### src/rtl/garegga_snd_pkg.sv
// Shared types and width helpers for the Garegga sound-side PCM cache.
package garegga_snd_pkg;

  typedef enum logic [1:0] {IDLE, REQ, GAP, DONE} fill_st_e;

  // PCM_ADDR bit that picks the byte lane inside a 16-bit ROM word
  localparam int LANE_BIT = 0;

  function automatic int ofs_w(input int words);
    return $clog2(words * 2);
  endfunction

  function automatic int idx_w(input int lines);
    return $clog2(lines);
  endfunction

  function automatic int tag_w(input int aw, input int lines, input int words);
    return aw - ofs_w(words) - idx_w(lines);
  endfunction

endpackage

### src/rtl/garegga_pcm_cache_ram.sv
// Line data store: one fill write port, one registered read port for the hit path.
module garegga_pcm_cache_ram #(
  parameter int DEPTH = 64,
  parameter int AWID  = 6
) (
  input  logic            CLK96,
  input  logic            we,
  input  logic [AWID-1:0] waddr,
  input  logic [15:0]     wdata,
  input  logic [AWID-1:0] raddr,
  output logic [15:0]     rdata
);

  logic [15:0] mem [DEPTH];

  // Write-first is irrelevant: reads are only consumed in IDLE, writes only happen in REQ
  always_ff @(posedge CLK96) begin
    if (we) mem[waddr] <= wdata;
    rdata <= mem[raddr];
  end

endmodule

### src/rtl/garegga_pcm_cache.sv
// Direct-mapped read cache between the OKI/NMK112 PCM byte port and the 16-bit SDRAM PCM channel.
// Optional debug counters HIT_CNT/MISS_CNT when GAREGGA_PCM_CACHE_STATS_EN is defined.
module garegga_pcm_cache
  import garegga_snd_pkg::*;
#(
  parameter int LINES = 16,
  parameter int WORDS = 4,
  parameter int AW    = 20
) (
  input  logic          CLK96,
  input  logic          RESET96_N,
  input  logic          PCM_CS,
  input  logic [AW-1:0] PCM_ADDR,
  output logic [7:0]    PCM_DOUT,
  output logic          PCM_OK,
  input  logic          INVALIDATE,
  output logic          SDR_CS,
  output logic [AW-2:0] SDR_ADDR,
  input  logic [15:0]   SDR_DATA,
  input  logic          SDR_OK
`ifdef GAREGGA_PCM_CACHE_STATS_EN
  ,
  output logic [15:0]   HIT_CNT,
  output logic [15:0]   MISS_CNT
`endif
);

  localparam int OFS = ofs_w(WORDS);
  localparam int IDX = idx_w(LINES);
  localparam int TAG = tag_w(AW, LINES, WORDS);
  localparam int WB  = OFS - 1;

  logic [IDX-1:0] a_idx;
  logic [TAG-1:0] a_tag;
  logic [WB-1:0]  a_word;
  logic           hit;

  fill_st_e       st;
  logic [WB-1:0]  wc;
  logic [IDX-1:0] f_idx;
  logic [TAG-1:0] f_tag;
  logic           fill_kill;
  logic           ok_q;
  logic [AW-1:0]  addr_q;
  logic           sdr_cs;
  logic [AW-2:0]  sdr_addr;

  logic [TAG-1:0] tag_r [LINES];
  logic [LINES-1:0] valid;
  logic [15:0]    rdata;

  assign a_word = PCM_ADDR[1 +: WB];
  assign a_idx  = PCM_ADDR[OFS +: IDX];
  assign a_tag  = PCM_ADDR[AW-1 -: TAG];
  assign hit    = valid[a_idx] && (tag_r[a_idx] == a_tag);

  garegga_pcm_cache_ram #(.DEPTH(LINES*WORDS), .AWID(IDX+WB)) u_ram (
    .CLK96 (CLK96),
    .we    ((st == REQ) && SDR_OK),
    .waddr ({f_idx, wc}),
    .wdata (SDR_DATA),
    .raddr ({a_idx, a_word}),
    .rdata (rdata)
  );

  // Combinational address compare means OK can never outlive the address it was issued for
  assign PCM_OK   = ok_q && PCM_CS && (PCM_ADDR == addr_q);
  assign PCM_DOUT = !ok_q ? 8'h00 : (addr_q[LANE_BIT] ? rdata[15:8] : rdata[7:0]);
  assign SDR_CS   = sdr_cs;
  assign SDR_ADDR = sdr_addr;

  // Tags only change when a fill completes
  always_ff @(posedge CLK96) begin
    if (st == DONE) tag_r[f_idx] <= f_tag;
  end

  // Hit tracking and line-fill sequencer
  always_ff @(posedge CLK96 or negedge RESET96_N) begin
    if (!RESET96_N) begin
      st        <= IDLE;
      wc        <= '0;
      f_idx     <= '0;
      f_tag     <= '0;
      fill_kill <= 1'b0;
      ok_q      <= 1'b0;
      addr_q    <= '0;
      sdr_cs    <= 1'b0;
      sdr_addr  <= '0;
      valid     <= '0;
    end else begin
      case (st)
        IDLE: begin
          ok_q   <= PCM_CS && hit;
          addr_q <= PCM_ADDR;
          if (PCM_CS && !hit && !INVALIDATE) begin
            st           <= REQ;
            f_idx        <= a_idx;
            f_tag        <= a_tag;
            wc           <= '0;
            fill_kill    <= 1'b0;
            valid[a_idx] <= 1'b0;
            sdr_cs       <= 1'b1;
            sdr_addr     <= {a_tag, a_idx, {WB{1'b0}}};
          end
        end
        REQ: begin
          if (SDR_OK) begin
            sdr_cs <= 1'b0;
            st     <= GAP;
          end
        end
        GAP: begin
          // One idle cycle so a held SDR_OK is never taken as the next word
          if (wc == WB'(WORDS-1)) begin
            st <= DONE;
          end else begin
            wc       <= wc + 1'b1;
            sdr_cs   <= 1'b1;
            sdr_addr <= {f_tag, f_idx, wc + 1'b1};
            st       <= REQ;
          end
        end
        DONE: begin
          valid[f_idx] <= !fill_kill;
          st           <= IDLE;
        end
        default: st <= IDLE;
      endcase
      // Invalidate overrides anything written above, including a DONE install
      if (INVALIDATE) begin
        valid <= '0;
        ok_q  <= 1'b0;
        if (st != IDLE) fill_kill <= 1'b1;
      end
    end
  end

`ifdef GAREGGA_PCM_CACHE_STATS_EN
  logic new_hit, new_miss;
  assign new_hit  = (st == IDLE) && PCM_CS && hit && !(ok_q && (addr_q == PCM_ADDR));
  assign new_miss = (st == IDLE) && PCM_CS && !hit;

  // Saturating debug counters
  always_ff @(posedge CLK96 or negedge RESET96_N) begin
    if (!RESET96_N) begin
      HIT_CNT  <= '0;
      MISS_CNT <= '0;
    end else if (INVALIDATE) begin
      HIT_CNT  <= '0;
      MISS_CNT <= '0;
    end else begin
      if (new_hit && (HIT_CNT != 16'hFFFF))   HIT_CNT  <= HIT_CNT + 16'd1;
      if (new_miss && (MISS_CNT != 16'hFFFF)) MISS_CNT <= MISS_CNT + 16'd1;
    end
  end
`endif

endmodule
### config.mk
export PLATFORM = sky130hd
export DESIGN_NAME = garegga_pcm_cache
export DESIGN_NICKNAME = d
export VERILOG_FILES = /design/src/rtl/garegga_snd_pkg.sv /design/src/rtl/garegga_pcm_cache_ram.sv /design/src/rtl/garegga_pcm_cache.sv
export SDC_FILE = /design/constraint.sdc
export NUM_CORES = 1
export LEC_CHECK = 0
export BUFFER_PORTS_ARGS = -buffer_cell sky130_fd_sc_hd__buf_2
export CAP_MARGIN = 20
export CORE_MARGIN = 2
export CORE_UTILIZATION = 57
export DETAILED_ROUTE_END_ITERATION = 10
export PLACE_DENSITY = 0.76
export RECOVER_POWER = 25
export SETUP_SLACK_MARGIN = 0.05
export SYNTH_ARGS = -nofsm -noshare
export SYNTH_HDL_FRONTEND = slang
export SYNTH_SLANG_ARGS = --single-unit
### constraint.sdc
create_clock -name CLK96 -period 2.27 [get_ports CLK96]
set_clock_uncertainty 0.05 [all_clocks]
set_input_delay 0 -clock CLK96 [delete_from_list [all_inputs] [get_ports CLK96]]
set_output_delay 0 -clock CLK96 [all_outputs]
set_load 0.02 [all_outputs]
## Word-level counts from Yosys, hierarchy flattened

Memory sizes are Yosys's and may differ from the RTL's. A register that Yosys moved wholly into a read port is not among the register bits.
Index checks and enable logic that the tools add are counted.

- Input bits: 41
- Register bits after elaboration: 79
- Memories: 2
- Logic and storage cells: 88
- Memory bits (writable): 1232
- Output and inout port bits: 29

- Equality and inequality tests: 10
- Reductions and logical operators: 23
- Magnitude comparators: 4
- Muxes and demuxes: 36
- Bitwise logic cells: 2
- Add/subtract/negate cells: 1

Memory list:

| memory | words | width | read ports | clocked after memory_dff | wr ports | line | text |
|---|---|---|---|---|---|---|---|
| u_ram.mem | 64 | 16 | 1 | 1 | 1 | garegga_pcm_cache_ram.sv:14 | `logic [15:0] mem [DEPTH];` |
| tag_r | 16 | 13 | 1 | 0 | 1 | garegga_pcm_cache.sv:48 | `logic [TAG-1:0] tag_r [LINES];` |

Operator list:

| cell | count |
|---|---|
| $mux 19 | 2 |
| $pmux 19 s2 | 1 |
| $mux 16 | 2 |
| $pmux 16 s2 | 1 |
| $eq 20x20->1 | 1 |
| $and 16x16->16 | 1 |
| $bwmux 16 | 1 |
| $mux 1 | 16 |
| $mux 8 | 2 |
| $not 16->16 | 1 |
| $eq 13x13->1 | 1 |
| $lt 4x5->1 const B | 2 |
| $mux 2 | 5 |
| $logic_and 1x1->1 | 9 |
| $demux 1 s4 | 2 |
| $ge 4x1->1 const B | 2 |
| $pmux 2 s4 | 1 |
| $eq 2x2->1 const B | 3 |
| $ne 2x2->1 const B | 3 |
| $reduce_and 2->1 | 3 |
| $reduce_bool 2->1 | 3 |
| $reduce_bool 3->1 | 2 |
| $bmux 1 s4 | 1 |
| $pmux 2 s2 | 1 |
| other kinds (8) | 10 |

## Depth between registers and ports, before layout

- Depth after elaboration: 10
- Depth in mapped cells: 13
- Gate-level depth less buffers: 8

## Hierarchy

A second synthesis with hierarchy kept.

- Cell total of the unflattened synthesis: 2656
- Area total of the unflattened synthesis: 52638.0 um^2

By module, submodules not included:

| module | cells an instance | instances | seq. area each (um^2) | area an instance (um^2) |
|---|---|---|---|---|
| garegga_pcm_cache_ram | 1829 | 1 | 31069.8 | 40042.2 |
| garegga_pcm_cache | 827 | 1 | 8172.8 | 12595.8 |

## Worst setup path after synthesis

Ideal clock, no wire load.

- Kind: input port to flip-flop
- Start point: input PCM_ADDR[1]
- End point: register u_ram.rdata[3], read port of u_ram.mem
- Buffers on the path: 3
- Arrival: 2428 ps
- Data required time: 2086 ps
- Slack: -342 ps
- Stages on the path: 6
- Setup time: 134 ps
- Cell sequence: clkbuf_1 buf_2 buf_1 mux4_2 mux4_2 mux4_2

RTL lines:

| item | line | text |
|---|---|---|
| start, declared | garegga_pcm_cache.sv:13 | `input logic [AW-1:0] PCM_ADDR,` |
| end, declared | garegga_pcm_cache_ram.sv:11 | `output logic [15:0] rdata` |

## Worst setup path after layout

- Start point: memory tag_r[8][6] in the netlist's numbering
- End point: register sdr_addr[7], in the netlist SDR_ADDR[7]

- Cells in the longest elaborated chain, start to end: 8

Ends and longest elaborated chain:

| item | line | text |
|---|---|---|
| start, declared | garegga_pcm_cache.sv:48 |  |
| $mem_v2 16x13 | -- |  |
| $eq 13x13->1 | garegga_pcm_cache.sv:55 | `assign hit = valid[a_idx] && (tag_r[a_idx] == a_tag);` |
| $logic_and 1x1->1 | garegga_pcm_cache.sv:55 |  |
| $logic_not 1->1 | garegga_pcm_cache.sv:95 | `if (PCM_CS && !hit && !INVALIDATE) begin` |
| $logic_and 1x1->1 (2 in a row) | garegga_pcm_cache.sv:95 |  |
| $ne 2x2->1 (no line) | -- |  |
| $reduce_and 3->1 (no line) | -- |  |
| end signal, assigned | garegga_pcm_cache.sv:103 | `sdr_addr <= {a_tag, a_idx, {WB{1'b0}}};` |
| end signal, assigned | garegga_pcm_cache.sv:119 | `sdr_addr <= {f_tag, f_idx, wc + 1'b1};` |
| end, declared | garegga_pcm_cache.sv:46 | `logic [AW-2:0] sdr_addr;` |

Every way passes these cells.
A chain may end at the register's enable or synchronous reset.

==> summary.txt <==
Status
  • Status: complete, but fails checks
  • Violated checks: max-capacitance violations, max-slew violations, negative setup slack

Worst setup path
  • CP dominant cell by count: nand3_1
  • Critical Path Slowest Stage Cell: mux4_2
  • Worst reg2reg setup slack: -0.50 ns
  • Worst Path Max Fanout: 17
  • CP required: 2.86 ns
  • Critical path arrival: 3.36 ns
  • CP startpoint: tag_r[8][6]$_DFFE_PP_
  • Crit. End Element: register
  • WS Path Type: register to register
  • Crit path to: SDR_ADDR[7]$_DFFE_PN0P_
  • Crit-path max cell delay: about 0.47 ns
  • Cell breakdown of the critical path: mux4_2 -> mux2i_1 -> xor2_1 -> nand3_1 -> o31ai_2 -> nand3_1 -> or3_4 -> buf_12 -> a221oi_2
  • R2R cell count: 9
  • Critical Path Start Type: register
  • Critical register-to-register path startpoint: tag_r[8][6]$_DFFE_PP_
  • Reg2reg end: SDR_ADDR[7]$_DFFE_PN0P_

Power
  • Peak supply drop: 0.753 mV
  • Comb pwr share: approximately 11%
  • Sequential power share: 51.4%
  • Sw frac: 24.3%
  • Net Sw Power: 13.9 mW
  • Power Dens Cells: between 900 and 1000 nW/um2
  • Tot Pwr: 57.0 mW
  • Leak: 20.8 nW
  • Internal Power: 43.1 mW
  • Clock power share: a little under two fifths

Placed design
  • Port buffer count: 69
  • Hpwl dp: about 85,000 um
  • RD Place Congestion: 0.921

Timing
  • Fin crit share: 122%
  • Final Hold Vio Count: 0
  • Slew margin rel.: -44.0%
  • Final setup margin: -0.499 ns
  • Worst Tran Pin Value: 2.16 ns
  • Fmax: 361 MHz
  • Final setup fails: 57
  • Final min period: 2.77 ns
  • Slew Viols, Final: 374
  • RSZ-0062 raised after global routing: yes

Finish
  • Area of the multi-input gates: 12,800 um2
  • Seq. cell area: 39,200 um2
  • Layout cells sized above 1: between 30% and 40%
  • Most frequent cells in the layout: edfxtp_1 (1,232), mux4_2 (309), buf_4 (259), nor2_1 (144), clkbuf_16 (136)
  • N_diodes: 0
  • Util after Layout: between 60% and 70%
  • Most common cell after layout, fill and taps aside: edfxtp_1
  • Fillers: 5,291
  • Synthesis-to-finish area growth: 19.3%
  • Fin nets: 3,018

Route
  • Final wirelength: 141,000 um
  • DR vias/cell: 6.73
  • DRC: 0
  • Number of DRC markers in iteration 0: 4,434
  • Routed via count: 28,700
  • DR WL/cell: 33.0 um
  • Pre-antenna DRT Iters: 8
  • Final ANT Viol Nets: 0

Logic synthesis
  • Netlist cell types: 70
  • Syn Nets: 2,573
  • Yosys top cell by area: edfxtp_1
  • Share of Yosys cell area claimed by the top area cell type: 70.7%
  • Cell area after synthesis: 52,300 um2
  • Top FF cell, synth: edfxtp_1
  • Number of synthesized flops with an enable pin: 1,232
  • Seq cells post-synth: 1,325
  • Fraction of registers with async set/reset: 5.81%
  • Largest cells by area after synthesis: edfxtp_1 (71%), mux4_2 (13%), dfrtp_1 (3.7%), mux2i_1 (1.6%), mux2_2 (1.2%)
  • Syn avg cell area: slightly above 20 um2
  • Seq/Total Area, Yosys: between 70% and 80%
  • Yosys synthesis warning count: 0
  • Syn Inst Count: 2,531

Die
  • FP Rows: 111
  • Die extent in x: 307 um
  • Chip Height: 307 um
  • Top Ports: 70
  • Die footprint: 94,200 um2
  • CORE AREA: 91,200 um2
  • Initial Util: a little under three fifths

Clocking
  • CTS Buffer Depth: 3
  • Worst skew pair latency: 0.74 ns
  • H-tree Lvls: 4
  • Root Buffer Master: clkbuf_16
  • TritonCTS clock tree: done
  • Sink Count: ~1,300
  • CTS buffer count: 130
  • Clk pin slew, worst setup/hold paths: 0.06 ns

Global route
  • Vias in the first global route: approximately 29,000
  • First-pass GRT wire length: 203,000 um
  • Initial antenna violation count: 4
  • Total gr overflow: 0
  • Total track usage: 30.2%
  • Pin count of the biggest net entering global routing: 78

Worst hold path
  • Hold Path Class: input port to register
  • Hold Path Depth: 3

Flow run
  • Max-Cap Viols: 8
==> per-stage QoR <==
step                      hold slack (ns)  worst slack, ns  setup TNS [ns]  area [um2]  std cells
after floorplan                    -0.346           -0.204         -129.79       52500       2531
after global placement              0.151           -0.625          -31.16       57300       3983
after detailed placement            0.183           -0.640          -32.78       57300       3983
after CTS                         0.00240           -0.441          -21.13       62200       4265
after global routing               0.0271           -0.507          -25.17       62400       4269
final                              0.0204           -0.499          -22.75       62400       4269
==> state kept, by name (all words and copies together), names as in the netlist, 4 cells and up <==
signal,cells
addr_q,20
valid,16
tag_r,208
u_ram.mem,1024
u_ram.rdata,16
f_idx,4
SDR_ADDR,18
f_tag,13
==> cells in the mapped netlist (5+ instances only) <==
| cell type | count |
|---|---|
| nand2_1 | 65 |
| clkbuf_1 | 76 |
| a22oi_1 | 15 |
| xnor2_1 | 22 |
| mux2_2 | 58 |
| a21o_1 | 19 |
| a32oi_1 | 18 |
| buf_1 | 20 |
| buf_2 | 43 |
| nor2b_1 | 12 |
| nand4_1 | 7 |
| buf_6 | 12 |
| nor3b_1 | 6 |
| nor3_1 | 11 |
| and2_1 | 8 |
| dfxtp_1 | 16 |
| a22o_1 | 10 |
| a221oi_2 | 17 |
| xor2_1 | 17 |
| a211oi_1 | 5 |
| a221oi_1 | 12 |
| mux4_2 | 305 |
| a21oi_1 | 18 |
| o21ai_0 | 34 |
| nor2_1 | 172 |
| mux2i_1 | 81 |
| a31oi_1 | 23 |
| dfrtp_1 | 77 |
| o211ai_1 | 5 |
| nand3_1 | 19 |
| mux4_1 | 17 |
| o22ai_1 | 8 |
| edfxtp_1 | 1232 |
==> per-layer routing <==
metal	track usage [%]	share of wire, %	routed length [um]	up-vias
li1	-	-	-	11400
met1	39.8	36	50200	14900
met2	48.9	49	68900	2075
met3	7.06	10	14700	425
met4	13.2	4.9	6960	8
met5	0	0.035	49	-
==> how the worst min path moves through the flow <==
| stage | from | to | slack [ns] |
|---|---|---|---|
| 2_1_floorplan | RESET96_N | SDR_ADDR[10]$_DFFE_PN0P_ | -0.35 |
| 3_3_place_gp | RESET96_N | f_tag[12]$_DFFE_PN0P_ | 0.15 |
| 3_5_place_dp | RESET96_N | f_tag[3]$_DFFE_PN0P_ | 0.18 |
| 4_1_cts | PCM_ADDR[0] | addr_q[0]$_DFFE_PN0P_ | 0.002 |
| 5_1_grt | PCM_ADDR[0] | addr_q[0]$_DFFE_PN0P_ | 0.03 |
| 6_report | PCM_ADDR[0] | addr_q[0]$_DFFE_PN0P_ | 0.02 |
==> critical path, delay by kind of cell, from the launching register on <==
kind,cells,cell delay (ns)
AO/OA/AOI/OAI,2,0.55
XOR/XNOR,1,0.19
buffers and inverters,1,0.18
flip-flops,1,0.39
multiplexers,2,0.63
AND/OR/NAND/NOR,3,0.68
==> power groups by stage <==
stage	Sequential, mW	Combinational (mW)	Clock, mW
2_1_floorplan	29.5	3.39	0
3_3_place_gp	29.7	5.66	0
3_5_place_dp	29.8	5.88	0
4_1_cts	29.3	6.10	21.5
5_1_grt	29.4	6.64	22.4
6_report	29.3	6.34	21.3
==> kinds of logic (layout without fill, tap and decap cells) <==
group | count (synthesis) | count (layout) | share of synthesized area [%]
flops | 1325 | 1325 | 75.0
buf+inv | 165 | 717 | 1.56
simple gates | 326 | 326 | 2.75
compound gates | 213 | 213 | 3.17
mux | 461 | 461 | 16.8
xor+xnor | 40 | 40 | 0.684
fa+ha+maj | 1 | 1 | 0.0239
==> cell type report <==
| type | count | area share (%) |
|---|---|---|
| Timing Repair Buffer | 473 | 7.42 |
| Tap cell | 1186 | 2.38 |
| Inverter | 5 | 0.0321 |
| Clock buffer | 175 | 5.80 |
| Multi-Input combinational cell | 1041 | 20.5 |
| Clock inverter | 64 | 0.972 |
| Sequential cell | 1325 | 62.9 |
==> repair_timing <==
action	in CTS	in global routing
buffers inserted	4	3
hold endpoints to repair	837	64
resized for setup	39	45
pin swaps	5	10
hold buffers	41	1
setup endpoints to repair	66	224
Note: power is estimated with default switching activity, not from simulation.
